`config.mk`:
```
export PLATFORM = sky130hd
export DESIGN_NAME = ramp_gen
export DESIGN_NICKNAME = d
export VERILOG_FILES = /design/src/rtl/fcml_pwm_pkg.sv /design/src/rtl/ramp_fold.sv /design/src/rtl/ramp_gen.sv
export SDC_FILE = /design/constraint.sdc
export NUM_CORES = 1
export LEC_CHECK = 0
export ABC_AREA = 1
export CAP_MARGIN = 20
export CORE_ASPECT_RATIO = 1.1
export CORE_MARGIN = 4
export CORE_UTILIZATION = 50
export CTS_BUF_LIST = sky130_fd_sc_hd__clkbuf_8
export DETAILED_ROUTE_END_ITERATION = 10
export GPL_TIMING_DRIVEN = 0
export PLACE_DENSITY = 0.69
export SYNTH_ARGS = -nofsm -noshare
export SYNTH_HDL_FRONTEND = slang
export SYNTH_SLANG_ARGS = --single-unit
```
`constraint.sdc`:
```
create_clock -name clk -period 9.79 [get_ports clk]
set_input_delay 0.979 -clock clk [delete_from_list [all_inputs] [get_ports clk]]
set_output_delay 0.979 -clock clk [all_outputs]
set_load 0.005 [all_outputs]
```
`src/rtl/fcml_pwm_pkg.sv`:
```
// fcml_pwm_pkg: shared widths, carrier mode enum, config record and span helper for the DPWM ramp generator
package fcml_pwm_pkg;
  localparam int RAMP_W = 11;
  localparam int CNT_W = 12;
  typedef enum logic {MODE_SAW = 1'b0, MODE_TRI = 1'b1} mode_t;
  typedef struct packed {
    logic [RAMP_W-1:0] period;
    logic [CNT_W-1:0] shift;
    mode_t mode;
    logic shsel;
  } cfg_t;
  function automatic logic [CNT_W-1:0] span(input logic [RAMP_W-1:0] p, input mode_t m);
    return m == MODE_TRI ? {p, 1'b0} : {1'b0, p};
  endfunction
endpackage

```
`src/rtl/ramp_fold.sv`:
```
// ramp_fold: combinational fold of a counter position (pos, period, mode) into the 11-bit sawtooth/triangle value
module ramp_fold
  import fcml_pwm_pkg::*;
(
  input  logic [CNT_W-1:0]  pos,
  input  logic [RAMP_W-1:0] period,
  input  mode_t             mode,
  output logic [RAMP_W-1:0] value
);
  always_comb value = (mode == MODE_TRI && pos > {1'b0, period}) ? RAMP_W'({period, 1'b0} - pos) : pos[RAMP_W-1:0];
endmodule

```
`src/rtl/ramp_gen.sv`:
```
// ramp_gen: registered carrier ramp, shifted ramp, shflag/sync/cfg_err; config staged in a pending set and applied at wrap
module ramp_gen
  import fcml_pwm_pkg::*;
#(
  parameter logic [RAMP_W-1:0] DEF_PERIOD = 11'd1000
) (
  input  logic              clk,
  input  logic              rst,
  input  logic              en,
  input  logic              cfg_wr,
  input  logic [RAMP_W-1:0] period_in,
  input  logic [CNT_W-1:0]  shift_in,
  input  logic              mode_in,
  input  logic              shsel_in,
  output logic [RAMP_W-1:0] ramp_ref,
  output logic [RAMP_W-1:0] ramp_ref_s,
  output logic              shflag,
  output logic              sync,
  output logic              cfg_err
);
  localparam cfg_t DEF_CFG = '{period: DEF_PERIOD, shift: '0, mode: MODE_SAW, shsel: 1'b0};
  cfg_t act, pend, req, act_nxt;
  logic [CNT_W-1:0] cnt, cnt_nxt, len_nxt, ph_nxt;
  logic [CNT_W:0] ph_sum;
  logic [RAMP_W-1:0] ref_val, s_val;
  logic req_ok, wrap;
  always_comb begin
    req = '{period: period_in, shift: shift_in, mode: mode_t'(mode_in), shsel: shsel_in};
    req_ok = period_in >= 11'd2 && shift_in < span(period_in, mode_t'(mode_in));
    wrap = en && cnt == span(act.period, act.mode) - 12'd1;
    act_nxt = wrap ? (cfg_wr && req_ok ? req : pend) : act;
    len_nxt = span(act_nxt.period, act_nxt.mode);
    cnt_nxt = wrap ? '0 : cnt + {{(CNT_W-1){1'b0}}, en};
    ph_sum = {1'b0, cnt_nxt} + {1'b0, act_nxt.shift};
    ph_nxt = ph_sum >= {1'b0, len_nxt} ? CNT_W'(ph_sum - {1'b0, len_nxt}) : ph_sum[CNT_W-1:0];
  end
  ramp_fold u_ref (.pos(cnt_nxt), .period(act_nxt.period), .mode(act_nxt.mode), .value(ref_val));
  ramp_fold u_shf (.pos(ph_nxt), .period(act_nxt.period), .mode(act_nxt.mode), .value(s_val));
  always_ff @(posedge clk or negedge rst) begin
    if (!rst) begin
      cnt <= '0;
      act <= DEF_CFG;
      pend <= DEF_CFG;
      ramp_ref <= '0;
      ramp_ref_s <= '0;
      shflag <= 1'b0;
      sync <= 1'b1;
      cfg_err <= 1'b0;
    end else begin
      cnt <= cnt_nxt;
      act <= act_nxt;
      pend <= cfg_wr && req_ok ? req : pend;
      ramp_ref <= ref_val;
      ramp_ref_s <= s_val;
      shflag <= act_nxt.shsel;
      sync <= cnt_nxt == '0;
      cfg_err <= cfg_wr && !req_ok;
    end
  end
endmodule

```
Word-level counts from Yosys, hierarchy flattened
Cells that the tools add are included.
{ "totals": {"output_inout_bits": 25, "input_bits": 29, "regBits": 86, "elab_cells": 42} }
{ "classes": {"n_addsub": 6, "order_cmp": 5, "n_mux": 9, "reduce_logical": 8, "eq_ne": 1} }
{ "op_table": {"columns": ["op", "n"], "rows": [
  ["$mux 12", 5],
  ["$mux 25", 2],
  ["$gt 12x11->1", 2],
  ["$mux 11", 2],
  ["$sub 11x11->11", 2],
  ["$add 12x12->13", 1],
  ["$ge 13x12->1", 1],
  ["$add 12x1->12", 1],
  ["$eq 12x12->1", 1],
  ["$logic_not 12->1", 1],
  ["$lt 12x12->1", 1],
  ["$sub 12x1->12 const B", 1],
  ["$sub 12x12->12", 1],
  ["$ge 11x2->1 const B", 1],
  ["$logic_and 1x1->1", 6],
  ["$logic_not 1->1", 1]
]} }

Longest topological paths before layout
Gate-level depths: netlist of the first run.
{ "logic_depth": {"ltp_word": 12, "mapped_depth": 60, "ltp_nobuf": 55} }

By module
From an unflattened synthesis of the first run, not the netlist that was laid out.
{ "unflattened": {"cells_unflattened": 1248, "area_unflattened_um2": 8119.0} }
{ "modules_own_cells": {"columns": ["mod", "seq_area_each_um2", "area_per_inst_um2", "cells_per_inst", "instances"], "rows": [
  ["ramp_gen", 2168.3, 5781.8, 814, 1],
  ["ramp_fold", 0.0, 1168.6, 217, 2]
]} }

Worst setup path before layout of the first run
Ideal clock, no wire load.
{ "synth_path": {"path_kind": "in2reg", "startpoint": "input mode_in", "endpoint": "register ramp_ref_s[3]", "path_stages": 56, "path_slack_ps": 1526, "n_path_buf": 8, "arrival_ps": 8133, "path_cell_list": "buf_2 clkbuf_1 o21ai_0 ha_1 nand3_1 nand3_1 nand2_1 nand3_1 nor2_1 nand3_1 buf_2 clkbuf_1 clkbuf_1 nand2_1 nand2_1 nand2_1 nand2_1 ha_1 [20 not listed] nand2_1 o21ai_0 inv_1 ha_1 nand2_1 inv_1 a221oi_1 nor2_1 a211oi_1 o21a_1 o21ai_0 a21oi_1 o221ai_2 nand2_2 inv_2 buf_2 nand2_1 o21ai_1"} }
{ "synth_rtl": {"columns": ["item", "line", "rtl"], "rows": [
  ["start: declaration", "ramp_gen.sv:13", "input logic mode_in,"],
  ["end signal: assignment", "ramp_gen.sv:54", "ramp_ref_s <= s_val;"],
  ["end: declaration", "ramp_gen.sv:16", "output logic [RAMP_W-1:0] ramp_ref_s,"]
]} }

==> reports/metrics.yaml, run 1 <==
syn_area_sq_um: 7520
seqCellArea_sq_um: 2140
dieArea_sq_um: 17100
detail-route-antenna-nets: 0
antennaDiodeCount: 0
setup_viol: 0
yosys-top-cells-count: "nand2_1, inv_1, ha_1"
slowest_delay_ns: 0.52
cts_root_buffer: "clkbuf_8"
finalClockSkew_ns: 0.0167
leakage_nw: 4.54
cp_common_cell: "nand2_1"
crit_path_top_delay_cell: "clkdlybuf4s50_1"
critPathKind: "in -> reg"
ctsLongestPathBuffers: 2
timing.rr.start: "act[1]"
synth_top_area_share_pct: 23.9
ys.flop_type: "dfrtp_1"
powerDensity_nw_per_um2: 380
grt_setup_unrepaired: "false"
crit_buf_inv: 12
gp_congestion: 0.932
slew_headroom_pct: 24.7
rr_worst_depth: 55
arrival_ns: 9.05
synth-edff-count: 0
cp_max_fo: 10
synth_area_leader_cell: "dfrtp_1"
crit_family: "simple AND/OR/NAND/NOR gates"
vias_per_cell: 5.18
grt_pass1_vias: 6681
path_depth: 57
irDropWorstVdd_mv: 0.393
hold_viol_final: 0
place_hpwl_um: 16500
synth_area_leaders: "dfrtp_1, nand2_1, ha_1"
ys_types: 46
clock.fmax_ghz: 0.113
post-route-period-util_pct: 90.2
yosysSeqAreaShare_pct: 28.5
drtIter0Drc: 372
fillers: 1428
die_width_um: 125
ctsHtreeMaxLevel: 3
vias: 6964
dp_slack_ns: -0.0880
multiInputGateArea_sq_um: 4680
status: "complete, no violations"
finalWorstPathRequiredPeriod_ns: 8.83
area_delta_synth_final_pct: 13.5
synth.avg_cell_area_sq_um: 6.94
worstSetupStartpointType: "input port"
cp-startpoint: "period_in[9]"
post_drt_wl_per_cell_um: 14.9
ys_seq_elements: 85
synthCells: 1084
fin_ws_ns: 0.964
cts-hold-fix-buffers: 0
grt_usage_pct: 24.0
drive_above_1_share_pct: 11.1
std_cell_rows: 46
slew_violations: 0
grt_pass1_wl_um: 32900
tightest_slew_ns: 1.12
min_path_type: "in -> async"
cp.required_ns: 10.02
cts.sinks: 85
yosysWarnings: 0
fin_area_sq_um: 8540
max_cap_violations: 0
endpoint_kind: "register"
port-buffer-count: 51
pin_count: 54
drc: 0
power_w: 0.00324
start_util_pct: 51.7
cts_tree: "done"
yosysMostFrequentCell: "nand2_1"
grt-ovfl-total: 0
dpl_cell_area_sq_um: 8300
wl_um: 20100
path_clk_slew_ns: 0.10
antenna_found_initial: 0
synth_fp_nets: 1192
drt_first_pass_iters: 5
coreArea_sq_um: 14600
nNetsFinal: 1256
async_flop_share_pct: 100
cts_made_buffers: 9
die_y_um: 137
grt_start_max_net_pins: 71
clk_latency_ns: 0.37
## cells by family (layout without fill, tap and decap cells)
group                    count (synthesis)  in the layout  share of synthesized area (%)
AO/OA/AOI/OAI                          145            145                           10.9
XOR/XNOR                                36             36                           4.19
adder cells (fa/ha/maj)                 79             79                           13.4
buffers and inverters                  184            253                           9.75
flip-flops                              85             85                           28.5
AND/OR/NAND/NOR                        555            555                           33.2
## final timing paths
kind	slack [ns]	endpoint
worst max-delay path	0.96	ramp_ref_s[4]
max in group asynchronous	8.64	sync
worst min register to register	0.48	pend[12]
min in group clk	0.48	pend[12]
worst max register to register	1.15	ramp_ref_s[4]
worst min-delay path	0.46	pend[7]
## power by group
group | internal [W] | switching (W)
Combinational | 0.000964 | 0.00155
Clock | 0.000100 | 0.000137
Sequential | 0.000450 | 0.0000436
Total | 0.00151 | 0.00173
## registers in the layout (all words and copies together), names as in the netlist
name        flops
act            25
ramp_ref_s     11
pend           25
sync            1
ramp_ref       11
cfg_err         1
cnt            11
## final cells by class
| class | instances | share of cell area [%] |
|---|---|---|
| sequential | 85 | 25.1 |
| buffer | 21 | 1.52 |
| multi-input combinational | 815 | 54.9 |
| inverter | 162 | 7.12 |
| tap | 192 | 2.81 |
| timing repair buffer | 54 | 6.42 |
| clock inverter | 6 | 0.542 |
| clock buffer | 10 | 1.61 |
## cell usage in the layout (no fill, tap or decap), types with 7 or more instances in the layout
master             n
a21oi_1           37
clkbuf_8          10
clkdlybuf4s50_1   50
dfrtp_1           72
dfstp_2           13
ha_1              76
inv_1            150
inv_2             12
nand2_1          353
nand2_2           24
nand3_1           59
nand3_2            8
nand4_1           28
nor2_1            44
nor2_4             7
nor3_1             7
o21ai_0           63
o21ai_1           11
o21bai_1           7
or2_2              8
xor2_1            29
## metal layers
layer  share of wire, %  track usage, %
met2                 48            40.9
met1                 45            31.4
met3                4.1            3.86
met4                2.8            8.19
met5                  0               0
## through the flow
| step | std cells | TNS (ns) | hold WS [ns] | util [%] |
|---|---|---|---|---|
| 3_3_place_gp | 1327 | -0.179 | 0.457 | 56.8 |
| 4_1_cts | 1344 | 0 | 0.452 | 58.3 |
| 2_1_floorplan | 1084 | 0 | 0.440 | - |
| 3_5_place_dp | 1328 | -0.411 | 0.461 | 57.0 |
| 5_1_grt | 1345 | 0 | 0.452 | 58.6 |
| 6_report | 1345 | 0 | 0.457 | 58.6 |
## repair_timing
action                     CTS  global route
buffers inserted             0             0
setup endpoints to repair    0            10
gates resized for setup      0            19
Note: power is estimated with default switching activity, not from simulation.
==> inputs of run 2 (changes only) <==
--- a/config.mk
+++ b/config.mk
@@ -14,6 +14,7 @@
 export DETAILED_ROUTE_END_ITERATION = 10
 export GPL_TIMING_DRIVEN = 0
 export PLACE_DENSITY = 0.69
+export SKIP_LAST_GASP = 1
 export SYNTH_ARGS = -nofsm -noshare
 export SYNTH_HDL_FRONTEND = slang
 export SYNTH_SLANG_ARGS = --single-unit
==> results of run 2 <==
The final DEF is identical to that of run 1; final timing and power are the same.
==> inputs of run 3 (changes only) <==
--- a/config.mk
+++ b/config.mk
@@ -12,8 +12,9 @@
 export CORE_UTILIZATION = 50
 export CTS_BUF_LIST = sky130_fd_sc_hd__clkbuf_8
 export DETAILED_ROUTE_END_ITERATION = 10
+export DONT_BUFFER_PORTS = 1
 export GPL_TIMING_DRIVEN = 0
-export PLACE_DENSITY = 0.69
+export PLACE_DENSITY = 0.64
 export SKIP_LAST_GASP = 1
 export SYNTH_ARGS = -nofsm -noshare
 export SYNTH_HDL_FRONTEND = slang
==> run 3 against run 2 <==
Effect of this change: critical path depth is 1 lower; sequential cell count stayed put; first-iteration DRC count increased by 1.9%; global-route usage is essentially flat; power fell by 2.1%; sequential power is 2% higher; die area unchanged; critical endpoint unchanged; largest cell class unchanged.
==> reports/metrics.yaml, run 3 (synthesis results as in run 1) <==
powerDensity_nw_per_um2: 396  # was 380 nW/um^2
cp_common_cell: "nand2_1"  # unchanged
rr_worst_depth: 57  # was 55
finalClockSkew_ns: 0.0142  # was 0.0167 ns
nNetsFinal: 1203  # was 1,256
clk_latency_ns: 0.38  # was 0.37 ns
post-route-period-util_pct: 91.1  # was 90.2%
vias: 6703  # was 6,964
grt_usage_pct: 24.0  # about the same
seqPwrFrac_pct: 15.9  # was 15.2%
grt_pass1_vias: 6351  # was 6,681
dieArea_sq_um: 17100  # unchanged
slowest_delay_ns: 0.37  # was 0.52 ns
antenna_found_initial: 0  # unchanged
cts.sinks: 85  # unchanged
p_clk_share_pct: 8.8  # was 7.3%
cp.required_ns: 10.02  # about the same
cts_tree: "done"  # unchanged
drc: 0  # unchanged
drive_above_1_share_pct: 11.2  # was 11.1%
pin_count: 54  # unchanged
p_sw_share_pct: 53.7  # was 53.3%
cts-hold-fix-buffers: 0  # unchanged
port-buffer-count: 0  # was 51
grt_pass1_wl_um: 32400  # was 32,900 um
start_util_pct: 51.7  # unchanged
clock.fmax_ghz: 0.112  # was 0.113 GHz
setup_viol: 0  # unchanged
gp_congestion: 0.894  # was 0.932
die_y_um: 137  # unchanged
top_regs: "act (25), pend (25)"  # unchanged
regToRegSetupSlack_ns: 1.03  # was 1.15 ns
endpoint_kind: "register"  # unchanged
tightest_slew_ns: 1.14  # was 1.12 ns
arrival_ns: 9.15  # was 9.05 ns
std_cell_rows: 46  # unchanged
path_clk_slew_ns: 0.09  # was 0.10 ns
ctsHtreeMaxLevel: 3  # unchanged
ctsLongestPathBuffers: 2  # unchanged
vias_per_cell: 5.19  # was 5.18
die_width_um: 125  # unchanged
grt_start_max_net_pins: 86  # was 71
timing.rr.start: "act[1]"  # unchanged
cts_made_buffers: 9  # unchanged
grt-ovfl-total: 0  # unchanged
coreArea_sq_um: 14600  # unchanged
cp-startpoint: "mode_in"  # was period_in[9]
cp_max_fo: 10  # unchanged
post_drt_wl_per_cell_um: 15.6  # was 14.9 um
mostFrequentLayoutCells: "nand2_1, inv_1, ha_1, dfrtp_1, o21ai_0"  # unchanged
drt_first_pass_iters: 5  # unchanged
hold_viol_final: 0  # unchanged
intPower_w: 0.00147  # was 0.00151 W
status: "complete, no violations"  # unchanged
drtIter0Drc: 379  # was 372
cts_root_buffer: "clkbuf_8"  # unchanged
grt_setup_unrepaired: "false"  # unchanged
worstSetupStartpointType: "input port"  # unchanged
slew_violations: 0  # unchanged
critPathKind: "in -> reg"  # unchanged
switchingPower_w: 0.00170  # was 0.00173 W
p_comb_share_pct: 75.3  # was 77.4%
setup-tns-final_ns: 0  # unchanged
area_delta_synth_final_pct: 6.54  # was 13.5%
final_core_util_pct: 55.0  # was 58.6%
place_hpwl_um: 16400  # was 16,500 um
crit_path_top_delay_cell: "ha_1"  # was clkdlybuf4s50_1
layout_commonest_cell: "nand2_1"  # unchanged
r2r_end: "ramp_ref_s[4]"  # unchanged
antennaDiodeCount: 0  # unchanged
max_cap_violations: 0  # unchanged
wl_um: 20100  # about the same
leakage_nw: 4.32  # was 4.54 nW
slew_headroom_pct: 23.0  # was 24.7%
irDropWorstVdd_mv: 0.451  # was 0.393 mV
min_path_type: "in -> async"  # unchanged
detail-route-antenna-nets: 0  # unchanged
finalWorstPathRequiredPeriod_ns: 8.92  # was 8.83 ns
-- run 3: cell types whose count changed in the layout (fill, tap and decap cells not counted), moves of 2 or more --
cell / before / now
clkdlybuf4s50_1: 50 / 0
bufinv_16: 0 / 2
clkinv_4: 2 / 0
clkbuf_4: 2 / 0
-- run 3: per-layer routing --
metal  global-route usage [%]  vias to the layer above  wire (um)  share of wire, %
li1                         -                     3502          -                 -
met1                     31.1                     3040       9280                46
met2                     41.0                      125       9530                47
met3                     4.02                       36        788               3.9
met4                     8.37                        0        516               2.6
met5                        0                        -          0                 0
-- run 3: metrics by stage --
| stage | std cells | total power, W | setup slack (ns) | area (sq um) | hold WS (ns) |
|---|---|---|---|---|---|
| 3_3_place_gp | 1276 | 0.00285 | -0.129 | 7760 | 0.458 |
| 6_report | 1292 | 0.00317 | 0.867 | 8020 | 0.287 |
| 5_1_grt | 1292 | 0.00354 | 0.0556 | 8020 | 0.254 |
| 3_5_place_dp | 1278 | 0.00287 | -0.182 | 7780 | 0.465 |
| 4_1_cts | 1294 | 0.00316 | 0.227 | 7990 | 0.260 |
| 2_1_floorplan | 1084 | 0.00235 | 1.53 | 7520 | 0.440 |
-- run 3: final cells by class --
cell class	count	area [sq um]
inverters	162	612
flip-flops and latches	85	2140
plain buffers	20	124
clock inverters	7	91.3
multi-input cells	815	4670
clock buffers	9	124
repair buffers	2	15.0
fillers	1474	6550
well taps	192	240
-- run 3: power by group through the flow --
| stage | Clock, W | Sequential (W) | Combinational, W |
|---|---|---|---|
| 4_1_cts | 0.000286 | 0.000508 | 0.00237 |
| 6_report | 0.000278 | 0.000506 | 0.00239 |
| 3_3_place_gp | 0 | 0.000513 | 0.00234 |
| 5_1_grt | 0.000299 | 0.000516 | 0.00272 |
| 2_1_floorplan | 0 | 0.000495 | 0.00186 |
| 3_5_place_dp | 0 | 0.000514 | 0.00235 |
-- run 3: worst max path at each step --
stage	to	depth (start not counted)
3_3_place_gp	ramp_ref_s[4]	56
3_5_place_dp	ramp_ref_s[4]	56
4_1_cts	ramp_ref_s[4]	56
2_1_floorplan	ramp_ref_s[3]	56
5_1_grt	ramp_ref_s[4]	55
6_report	ramp_ref_s[4]	56
-- run 3: worst max-delay path, delay by kind of cell --
kind | cells | cell delay, ns
fa+ha+maj | 4 | 1.35
xor+xnor | 1 | 0.18
simple gates | 27 | 2.91
buf+inv | 12 | 1.88
compound gates | 12 | 1.78
-- run 3: timing repair --
item	4_1_cts	5_1_grt
endpoints found under the setup margin	0	10
buffers inserted	0	0
gates resized for setup	0	15
